$ cat config.mk
export PLATFORM = sky130hd
export DESIGN_NAME = fetch_pc_unit
export DESIGN_NICKNAME = d
export VERILOG_FILES = /design/src/rtl/fetch_pc_unit.sv
export SDC_FILE = /design/constraint.sdc
export NUM_CORES = 1
export LEC_CHECK = 0
export CORE_UTILIZATION = 41
export DETAILED_ROUTE_END_ITERATION = 16
export DONT_BUFFER_PORTS = 1
export GPL_ROUTABILITY_DRIVEN = 0
export PLACE_DENSITY_LB_ADDON = 0.25
export SYNTH_ARGS = -nofsm -noshare
export SYNTH_HDL_FRONTEND = slang
export SYNTH_SLANG_ARGS = --single-unit
$ cat constraint.sdc
create_clock -name clk -period 2.7 [get_ports clk]
set_clock_uncertainty 0.05 [all_clocks]
set_input_delay 0.135 -clock clk [delete_from_list [all_inputs] [get_ports clk]]
set_output_delay 0.135 -clock clk [all_outputs]
set_load 0.03 [all_outputs]
$ cat src/rtl/fetch_pc_unit.sv
// Instruction-fetch program counter with a start/run/halt sequencer and a
// saturating run-cycle counter.
module fetch_pc_unit #(
  parameter int PC_W  = 10,
  parameter int OFF_W = 8,
  parameter int CNT_W = 16
) (
  input  logic             clk,
  input  logic             reset,
  input  logic             start,
  input  logic [PC_W-1:0]  start_addr,
  input  logic             done_in,
  input  logic             reljump_enable,
  input  logic             absjump_enable,
  input  logic             compare_enable,
  input  logic             cmp_equal,
  input  logic [OFF_W-1:0] jump_operand,
  output logic [PC_W-1:0]  pc,
  output logic             running,
  output logic             halted,
  output logic [CNT_W-1:0] cycle_count
);

  typedef enum logic [1:0] {
    IDLE = 2'd0,
    RUN  = 2'd1,
    HALT = 2'd2
  } state_t;

  state_t state;

  logic [PC_W-1:0] abs_target;
  logic [PC_W-1:0] rel_offset;
  logic [PC_W-1:0] pc_next_run;
  logic            rel_taken;

  // A wide operand is cut to the PC width; a narrow one is zero-extended for
  // absolute targets and sign-extended for relative offsets.
  generate
    if (OFF_W >= PC_W) begin : g_wide_operand
      assign abs_target = jump_operand[PC_W-1:0];
      assign rel_offset = jump_operand[PC_W-1:0];
    end else begin : g_narrow_operand
      assign abs_target = {{(PC_W-OFF_W){1'b0}}, jump_operand};
      assign rel_offset = {{(PC_W-OFF_W){jump_operand[OFF_W-1]}}, jump_operand};
    end
  endgenerate

  assign rel_taken = reljump_enable && (!compare_enable || cmp_equal);

  always_comb begin
    pc_next_run = pc + PC_W'(1);
    if (absjump_enable) begin
      pc_next_run = abs_target;
    end else if (rel_taken) begin
      pc_next_run = pc + rel_offset;
    end
  end

  // Halt takes priority over any jump presented in the same cycle.
  always_ff @(posedge clk or posedge reset) begin
    if (reset) begin
      state       <= IDLE;
      pc          <= '0;
      running     <= 1'b0;
      halted      <= 1'b0;
      cycle_count <= '0;
    end else begin
      case (state)
        IDLE, HALT: begin
          if (start) begin
            state       <= RUN;
            running     <= 1'b1;
            halted      <= 1'b0;
            pc          <= start_addr;
            cycle_count <= '0;
          end
        end
        RUN: begin
          if (cycle_count != {CNT_W{1'b1}}) begin
            cycle_count <= cycle_count + CNT_W'(1);
          end
          if (done_in) begin
            state   <= HALT;
            running <= 1'b0;
            halted  <= 1'b1;
          end else begin
            pc <= pc_next_run;
          end
        end
        default: begin
          state   <= IDLE;
          running <= 1'b0;
          halted  <= 1'b0;
        end
      endcase
    end
  end

endmodule

==> results.py <==
metrics = {
    "run_status": {
        "outcome": "complete, no violations",
    },
    "critical_path": {
        "cp.arrival_ns": 2.59,
        "critPathMaxFanout": 3,
        "cp_slowest_cell": "dfrtp_1",
        "rrSetupSlack_ns": 0.24,
        "end_kind": "flip-flop",
        "r2r-start": "pc[0]",
        "worst_r2r_path_depth": 7,
        "crit_required_ns": 2.83,
        "max_stage_delay_ns": 0.50,
        "path_cells": "ha_1 -> fa_1 -> a211oi_1 -> nor2_1 -> o31ai_1 -> xor2_1 -> o31ai_1",
        "path_common_cell": "o31ai_1",
        "critical_path_class": "reg2reg",
        "cp-start-kind": "flip-flop",
        "r2r-end": "pc[8]",
    },
    "power": {
        "power.density_nw_per_um2": 791,
        "p_total_mw": 1.92,
        "worst_ir_drop_vdd_uv": 408,
        "p_leak_nw": 1.03,
    },
    "route": {
        "wl_per_cell_um": 16.0,
        "drt_iter0_drc": 185,
        "routed_wirelength_mm": 5.16,
        "drc_errors": 0,
        "via_per_inst": 5.72,
        "dr.pass1.iters": 4,
        "ant_nets": 0,
        "vias": 1846,
    },
    "cts": {
        "hold_buffers": 8,
        "cts_buffers": 5,
        "htreeDepth": 2,
        "cts_tree": "yes",
        "ctsResizeCount": 0,
        "clockRootBuffer": "clkbuf_8",
        "clock_latency_ns": 0.28,
        "clk_pin_slew_worst_paths_ns": 0.07,
        "postCtsSetupRepairBufs": 0,
        "clock_path_buffers": 2,
        "clock-sinks": 29,
    },
    "sta": {
        "hold_slack_ns": 0.0220,
        "final_max_slew_viol_count": 0,
        "setup_viol": 0,
        "finalHoldViolations": 0,
        "rsz0062_at_grt": "false",
        "fin_crit_sh_pct": 91.1,
        "clock.fmax_ghz": 0.407,
        "setup_ws_ns": 0.240,
        "tightest_slew_ns": 0.605,
        "setup_tns_ns": 0,
        "slew_headroom_pct": 59.7,
        "fin_crit_ns": 2.46,
    },
    "synthesis": {
        "synth_async_sr_flop_share_pct": 100,
        "synth_area_sq_um": 2130,
        "ys_top_cells_by_count": "29 x dfrtp_1, 21 x nor2_1, 17 x nand2_1, 15 x a21oi_1",
        "synthCells": 239,
        "yosysUniqueCellTypes": 52,
        "synth_edf_count": 0,
        "synth_most_common_cell": "dfrtp_1",
        "ys_top_cells_by_area": "dfrtp_1 34%, ha_1 5.9%, xnor2_1 4.1%",
        "yosysTopAreaCell": "dfrtp_1",
        "syn_avg_cell_area_sq_um": 8.92,
        "synth.top_cell.area_share_pct": 34.1,
        "synth_nets": 276,
        "ys_ff_latch": 29,
        "ys.flop_type": "dfrtp_1",
        "synth_warnings": 0,
        "seq_area_frac_synth_pct": 34.1,
    },
    "floorplanning": {
        "dieArea_sq_um": 5490,
        "die_w_um": 74.1,
        "initial_core_util_pct": 43.9,
        "rows": 25,
        "core_region_area_sq_um": 4850,
        "pin_count": 54,
        "die_y_um": 74.1,
    },
    "global_route": {
        "antenna_found_initial": 0,
        "grtUsageTotal_pct": 20.8,
        "grt_pass1_wl_mm": 8.62,
        "grt_pass1_vias": 1761,
        "overflow": 0,
        "grt_max_degree": 30,
    },
    "min_path": {
        "hold_start": "start_addr[4]",
        "min_path_type": "in2reg",
        "hold_end": "pc[4]",
        "hold_depth": 2,
    },
    "place": {
        "dp.cells": 307,
        "dp_hpwl_mm": 3.66,
        "portBuffers": 0,
        "dp_slack_ns": 0.261,
        "place_area_sq_um": 2240,
    },
    "layout": {
        "final_cells": 323,
        "design_area_sq_um": 2420,
        "antenna_cells": 0,
        "final_util_pct": 50.0,
        "drive_gt1_share_pct": 11.7,
        "nets": 292,
        "syn2layout_area_growth_pct": 13.7,
    },
    "run": {
        "max_cap_violations": 0,
    },
}
==> kinds of logic after synthesis <==
| logic type | Yosys count | synth area share [%] |
|---|---|---|
| AO/OA/AOI/OAI | 71 | 21.6 |
| XOR/XNOR | 13 | 5.34 |
| adder cells (fa/ha/maj) | 11 | 6.81 |
| buffers and inverters | 16 | 3.46 |
| flip-flops | 29 | 34.1 |
| multiplexers | 4 | 1.88 |
| AND/OR/NAND/NOR | 95 | 26.8 |
==> flip-flops by register name, indices dropped and copies added (netlist names) <==
name	flops
cycle_count	16
pc	10
running	1
state	2
==> per-layer routing <==
| metal | track usage [%] | vias to the layer above | share of wire [%] |
|---|---|---|---|
| met5 | 0 | - | 0 |
| met4 | 5.77 | 0 | 1.0 |
| met3 | 4.07 | 6 | 4.8 |
| met2 | 31.8 | 49 | 45 |
| met1 | 29.9 | 874 | 49 |
| li1 | - | 917 | - |
==> cells in the final DEF (no fill, tap or decap), types with 6 or more instances in the layout <==
cell type,netlist,layout
nand3_1,10,10
ha_1,10,10
a211oi_1,9,9
buf_4,1,10
nor2_1,21,21
and2_1,7,7
nand2_1,17,17
nor3_1,7,7
dfrtp_1,29,29
clkbuf_8,0,7
xnor2_1,10,10
a21oi_1,15,15
dlygate4sd3_1,0,8
o21ai_1,6,6
inv_1,6,6
o21ai_0,8,8
==> worst max path at each step <==
stage | from | to | slack, ns | cells past startpoint
floorplan | cmp_equal | pc[8] | 0.36 | 11
global placement | pc[0] | pc[8] | 0.33 | 7
detailed placement | pc[0] | pc[8] | 0.26 | 7
CTS | pc[0] | pc[8] | 0.22 | 7
global route | pc[0] | pc[8] | 0.08 | 7
finish | pc[0] | pc[8] | 0.24 | 7
==> report_power, final <==
| part | total (mW) | internal (mW) | switching, mW |
|---|---|---|---|
| Clock | 0.403 | 0.230 | 0.173 |
| Sequential | 0.795 | 0.526 | 0.269 |
| Combinational | 0.718 | 0.297 | 0.420 |
==> worst max-delay path, delay by kind of cell (launching register included) <==
| family | cells | cell delay [ns] |
|---|---|---|
| fa+ha+maj | 2 | 0.75 |
| compound gates | 3 | 0.84 |
| xor+xnor | 1 | 0.10 |
| flops | 1 | 0.50 |
| simple gates | 1 | 0.12 |
==> layout make-up <==
class	count	area (sq um)
clock inverters	1	5.00
clock buffers	7	96.3
repair buffers	18	155
fillers	482	2420
well taps	67	83.8
multi-input cells	194	1330
inverters	7	26.3
flip-flops and latches	29	726
Power figures use the tool's default switching activity.
